$ cat src/rtl/fetch_sequencer.sv
// fetch_sequencer
//   Instruction-fetch sequencer for the MIPS core. It owns the word-addressed
//   program counter and requests each instruction from instruction memory. It
//   waits for the memory to acknowledge, then presents the instruction to
//   decode for one issue slot. When that instruction retires, it selects the
//   next PC: jump target, branch target or the next sequential word.
//
// Ports
//   clk            : clock, rising edge
//   reset          : synchronous, active-high; overrides everything
//   run            : start/resume fetching from pc_out (IDLE/HALTED only)
//   halt_req       : go to HALTED after the current issue slot retires
//   stall          : hold the current issue slot
//   jump           : retire with PC <= jump_address (has priority)
//   jump_address   : absolute word address
//   pc_src         : branch taken, retire with PC <= pc_out + branch_offset
//   branch_offset  : signed word offset relative to pc_out
//   imem_req       : fetch request, held until imem_ack
//   imem_addr      : fetch address (equals pc_out)
//   imem_ack       : instruction data valid this cycle
//   imem_rdata     : instruction word
//   instr_valid    : instr_out is valid for decode
//   instr_out      : registered instruction word
//   pc_out         : PC of the instruction being fetched/issued
//   busy           : high while fetching or issuing
//   retired_count  : number of retired instructions, wraps
module fetch_sequencer #(
  parameter int         N        = 32,
  parameter logic [N-1:0] RESET_PC = {N{1'b0}}
) (
  input  logic         clk,
  input  logic         reset,
  input  logic         run,
  input  logic         halt_req,
  input  logic         stall,
  input  logic         jump,
  input  logic [N-1:0] jump_address,
  input  logic         pc_src,
  input  logic [N-1:0] branch_offset,
  output logic         imem_req,
  output logic [N-1:0] imem_addr,
  input  logic         imem_ack,
  input  logic [N-1:0] imem_rdata,
  output logic         instr_valid,
  output logic [N-1:0] instr_out,
  output logic [N-1:0] pc_out,
  output logic         busy,
  output logic [N-1:0] retired_count
);

  typedef enum logic [1:0] {
    IDLE   = 2'd0,
    FETCH  = 2'd1,
    ISSUE  = 2'd2,
    HALTED = 2'd3
  } state_e;

  localparam logic [N-1:0] ONE = {{(N-1){1'b0}}, 1'b1};

  state_e       state_q, state_d;
  logic [N-1:0] pc_q, pc_d;
  logic [N-1:0] instr_q, instr_d;
  logic [N-1:0] count_q, count_d;
  logic         req_q, req_d;
  logic         valid_q, valid_d;
  logic         busy_q, busy_d;

  // Next-state, next-PC and retire-count selection
  always_comb begin
    state_d = state_q;
    pc_d    = pc_q;
    instr_d = instr_q;
    count_d = count_q;
    case (state_q)
      IDLE, HALTED: begin
        if (run) begin
          state_d = FETCH;
        end else begin
          state_d = state_q;
        end
      end
      FETCH: begin
        if (imem_ack) begin
          instr_d = imem_rdata;
          state_d = ISSUE;
        end else begin
          state_d = FETCH;
        end
      end
      ISSUE: begin
        if (!stall) begin
          // Retire: control inputs are only looked at on this cycle.
          count_d = count_q + ONE;
          if (jump) begin
            pc_d = jump_address;
          end else if (pc_src) begin
            pc_d = pc_q + branch_offset;
          end else begin
            pc_d = pc_q + ONE;
          end
          if (halt_req) begin
            state_d = HALTED;
          end else begin
            state_d = FETCH;
          end
        end else begin
          state_d = ISSUE;
        end
      end
      default: begin
        state_d = IDLE;
      end
    endcase
  end

  // Outputs are decoded from the next state so they leave a flop directly
  always_comb begin
    req_d   = (state_d == FETCH);
    valid_d = (state_d == ISSUE);
    busy_d  = (state_d == FETCH) || (state_d == ISSUE);
  end

  // State, datapath and output registers
  always_ff @(posedge clk) begin
    if (reset) begin
      state_q <= IDLE;
      pc_q    <= RESET_PC;
      instr_q <= {N{1'b0}};
      count_q <= {N{1'b0}};
      req_q   <= 1'b0;
      valid_q <= 1'b0;
      busy_q  <= 1'b0;
    end else begin
      state_q <= state_d;
      pc_q    <= pc_d;
      instr_q <= instr_d;
      count_q <= count_d;
      req_q   <= req_d;
      valid_q <= valid_d;
      busy_q  <= busy_d;
    end
  end

  assign imem_req      = req_q;
  assign imem_addr     = pc_q;
  assign instr_valid   = valid_q;
  assign instr_out     = instr_q;
  assign pc_out        = pc_q;
  assign busy          = busy_q;
  assign retired_count = count_q;

endmodule

$ cat config.mk
export PLATFORM = sky130hd
export DESIGN_NAME = fetch_sequencer
export DESIGN_NICKNAME = d
export VERILOG_FILES = /design/src/rtl/fetch_sequencer.sv
export SDC_FILE = /design/constraint.sdc
export NUM_CORES = 1
export LEC_CHECK = 0
export ABC_AREA = 1
export BUFFER_PORTS_ARGS = -buffer_cell sky130_fd_sc_hd__buf_2
export CAP_MARGIN = 20
export CELL_PAD_IN_SITES_DETAIL_PLACEMENT = 0
export CELL_PAD_IN_SITES_GLOBAL_PLACEMENT = 1
export CORE_UTILIZATION = 35
export DETAILED_ROUTE_END_ITERATION = 10
export GPL_TIMING_DRIVEN = 0
export PLACE_DENSITY = 0.88
export SLEW_MARGIN = 20
export SYNTH_ARGS = -nofsm -noshare
export SYNTH_HDL_FRONTEND = slang
export SYNTH_SLANG_ARGS = --single-unit
$ cat constraint.sdc
create_clock -name clk -period 3.1 [get_ports clk]
set_input_delay 0.62 -clock clk [delete_from_list [all_inputs] [get_ports clk]]
set_output_delay 0.62 -clock clk [all_outputs]
set_load 0.1 [all_outputs]
* Yosys cells after proc, flatten, opt, wreduce, memory -nomap -nowiden
Cells that the tools add are included.
** Cells by class
- Add/subtract/negate cells :: 3
- Bitwise gates (word level) :: 1
- Equal/unequal tests :: 5
- Muxes and demuxes :: 7
- Reductions and logical operators :: 5
** Operators with widths (number)
- adder 32 x 1 -> 32 bit, second input constant :: 2
- 2-to-1 mux 32 bit :: 2
- adder 32 bit :: 1
- 2-to-1 mux 2 bit :: 4
- == test 2 bit, second input constant :: 3
- case mux 2 bit (3 select lines) :: 1
- == test 2 x 1 -> 1 bit, second input constant :: 2
- AND reduction 2 bit :: 2
- zero test 2 bit :: 1
- OR reduction 2 bit :: 1
- logical OR 1 bit :: 1
- inverter 1 bit :: 1
** Word-level totals
- Output and inout port bits :: 131
- Register bits after elaboration :: 101

* Depth between registers and ports, before layout
- Depth after elaboration :: 5
- Gate-level depth with buffers :: 16

* Worst setup path before layout
Ideal clock, no wire load.
- Path type :: input-to-reg
- From :: in pc_src
- To :: reg pc_q[14], in the netlist imem_addr[14]
- Arrival :: 2.387 ns
- Path slack :: 0.580 ns
- Cell stages on the path :: 13
- Library setup time :: 0.132 ns
- Required time :: 2.968 ns
- Path buffers :: 1
- Cell sequence :: clkbuf_1 > nand2_1 > ha_1 > fa_1 > nand3_1 > nand3_1 > nand2_1 > nand2_1 > nand2_1 > nand2_1 > xor2_1 > o21ai_0 > a21oi_1
** Between the ends
- Cells in the longest elaborated chain, start to end :: 2
** Ends and longest elaborated chain
- start, declared :: RTL line 38 : input logic pc_src,
- 2-to-1 mux 32 bit :: RTL line 96 : end else if (pc_src) begin
- 2-to-1 mux 32 bit :: RTL line 94 : if (jump) begin
- end signal, assigned :: RTL line 135 : pc_q <= pc_d;
- end, declared :: RTL line 61 : logic [N-1:0] pc_q, pc_d;
No other way between the ends.
A chain may end at the register's enable or synchronous reset.

* Worst setup path after layout
- From :: in pc_src
- To :: reg pc_q[21], in the netlist imem_addr[21]
The elaborated chain is that of the path after synthesis.

==> results.toml <==
[cells_and_area]
syn2layout_area_growth_pct = 24.95
drive_above_1_share_pct = 20.52
stdcell_count = 1732
antenna_cells = 0
fin_nets = 1599

[sta]
fin_ws_ps = 249.6
period_share_pct = 91.95
maxSlewHeadroom_pct = 49.26
timing.hold.ws_ps = 479.2
setup_violations = 0
slew_violations = 0
min_period_ps = 2850
final-hold-violation-count = 0
rsz0062_at_grt = "false"
finalSetupTns_ps = 0
finClkSkew_ps = 16.08
worstMarginPinSlew_ps = 761.1
fmax_mhz = 350.8

[synth]
synth.top_cell.area_share_pct = 27.98
post-synth-top-count-cell = "nand2_1"
ys.flop_type = "dfxtp_1"
syn_inst = 1215
yosysWarnings = 0
syn-cell-area_mm2 = 0.007226
synth.avg_cell_area_um2 = 5.947
synth_area_leaders = "dfxtp_1 (28%), nand2_1 (19%), nor2_1 (10%)"
ys_top_cells_by_count = "nand2_1 (358), nor2_1 (193), inv_1 (182), dfxtp_1 (101), a21oi_1 (77)"
synth-seq-cells = 101
syn_nets = 1356
synth.yosys.seq_area_share_pct = 27.98
synthArstFlopShare_pct = 0
synth_top_cell_by_area = "dfxtp_1"
synth_edf_count = 0
ys_types = 34

[critical_path]
max_stage_delay_ps = 450
start_kind = "input port"
path_cells = "buf_2 > clkbuf_1 > nand2_1 > inv_1 > ha_1 > or2_2 > nand3_1 > nand2_1 > nand2_1 > nand2_1 > nand2_1 > nand2_1 > nand2_1 > nand3_1 > nand2_1 > a21oi_1"
rr_startpoint = "imem_addr[0]"
critPathMaxFanout = 14
critPathRequiredTime_ps = 3330
cp_common_cell = "nand2_1"
crit_type = "in -> reg"
cp.arrival_ps = 3090
end_kind = "flop"
critPathSlowestCell = "clkbuf_1"
cp_num_buf_inv = 3
crit_start = "pc_src"
crit_family = "simple AND/OR/NAND/NOR gates"

[place]
place_ws_ps = -405.1
hpwl_um = 19230
gp_congestion = 0.9177
dp.cells = 1718
io_buffers = 233

[pwr]
p_switching_mw = 2.815
power.internal_mw = 2.631
p_comb_share_pct = 48.3
p_seq_share_pct = 29.0
sw_frac_of_total_pct = 51.69
cellPowerDensity_mw_per_mm2 = 603.2
vdd_drop_max_mv = 0.8161
p_leak_nw = 5.083
p_clk_share_pct = 22.7
power_mw = 5.446

[floorplan]
rows = 52
die_x_um = 145.7
initial_utilization_pct = 35.71
die_h_um = 145.7
core_area_mm2 = 0.02023
dieArea_mm2 = 0.02122
boundaryPins = 235

[clocking]
cts_buffer_depth = 2
clock_sinks = 101
cts.clk_slew.worst_paths_ps = 90
post_cts_buffers = 0
cts_made_buffers = 9
ctsHoldBuffers = 0
clk-insertion-delay-late_ps = 370
cts_tree = "yes"
cts-root-buf = "clkbuf_16"
ctsResizeCount = 0
ctsHtreeMaxLevel = 3

[route]
num_vias = 7808
via_per_inst = 4.508
routed_wl_um = 23670
wl_per_cell_um = 13.67
top_layer_used = "met5"
drtIter0Drc = 332
route.met3.wl_um = 1355
drc = 0
wl_met2_um = 11090
antenna_left = 0
drtPass1Iterations = 5
wl_met1_um = 10890

[global_route]
grt_pass1_vias = 7552
grt_pass1_wl_um = 38250
grt_max_degree = 19
gr-usage-all-layers_pct = 22.63
grt_overflow = 0
antenna_found_initial = 2

[hold_path]
hp-class = "reg -> reg"
worstHoldStart = "retired_count[20]"

[outcome]
status = "finished clean"

[flow_run]
maxCapViolCount = 0
[placed cells by master, fill, tap and decap left out, types with 3 or more instances in the layout]
cell	n
clkbuf_16	9
nor2_4	5
buf_2	234
and2_1	3
nor3_1	16
xnor2_1	9
nor2_1	193
dfxtp_1	101
nand2_2	5
buf_4	32
nand3_1	53
nand2_1	358
inv_1	182
o211ai_1	5
ha_1	36
nand4_1	10
clkbuf_1	30
a21oi_1	77
o21ai_0	57
xor2_1	20
[kinds of logic (layout without fill, tap and decap cells)]
kind of cell,count (synthesis),in the layout,synth area share (%)
buffers and inverters,250,497,14.67
and+or+nand+nor,653,653,36.97
xor gates and xnor gates,29,29,3.515
DFF,101,101,27.98
AOI/OAI and AO/OA,145,145,10.36
adders and majority gates,37,37,6.511
[metrics by stage]
| stage | instance area, µm² | util, % |
|---|---|---|
| after floorplan | 7226 | - |
| after global placement | 8730 | 43.14 |
| after detailed placement | 8730 | 43.14 |
| after CTS | 9029 | 44.62 |
| after global routing | 9029 | 44.62 |
| final | 9029 | 44.62 |
[worst reg2reg max path, cell delays in order, from the launching register on]
cell and delay [ps]:
dfxtp_1 360, ha_1 250, fa_1 450, nand3_1 110, nand3_1 170, nand2_1 110, nand2_1 100, nand2_1 80
nand2_1 170, nand2_1 160, nand2_1 60, nand2_1 60, nand3_1 70, nand2_1 80, a21oi_1 50
[path summary, 6_finish.rpt]
check,end,slack (ps),cells after the start
hold / removal,retired_count[20],480,2
setup reg to reg,imem_addr[30],690,14
hold reg to reg,retired_count[20],480,2
setup / recovery,imem_addr[21],250,16
[power groups by stage]
stage / logic, mW / clock network (mW) / registers, mW
final: 2.63 / 1.24 / 1.58
after global routing: 2.83 / 1.30 / 1.60
after CTS: 2.64 / 1.26 / 1.58
after detailed placement: 2.64 / 0 / 1.61
after global placement: 2.62 / 0 / 1.60
after floorplan: 1.05 / 0 / 2.70
[per-layer routing]
metal	vias to the layer above	global-route usage (%)
met5	-	0
met4	4	5.632
met3	20	4.608
met2	198	39.47
met1	3390	28.31
li1	4196	-
[state kept, by name (all words and copies together) (netlist names)]
| signal | cells |
|---|---|
| imem_addr | 32 |
| instr_out | 32 |
| retired_count | 32 |
| state_q | 2 |
| busy | 1 |
| imem_req | 1 |
| instr_valid | 1 |
[layout make-up]
cell class | count | area, µm²
Fill cell | 2270 | 11210
Multi-Input combinational cell | 864 | 4144
Sequential cell | 101 | 2022
Timing Repair Buffer | 233 | 1166
Inverter | 184 | 690.7
Buffer | 65 | 365.4
Tap cell | 270 | 337.8
Clock buffer | 9 | 225.2
Clock inverter | 6 | 77.57
No activity file was read; power rests on OpenSTA's default activity.
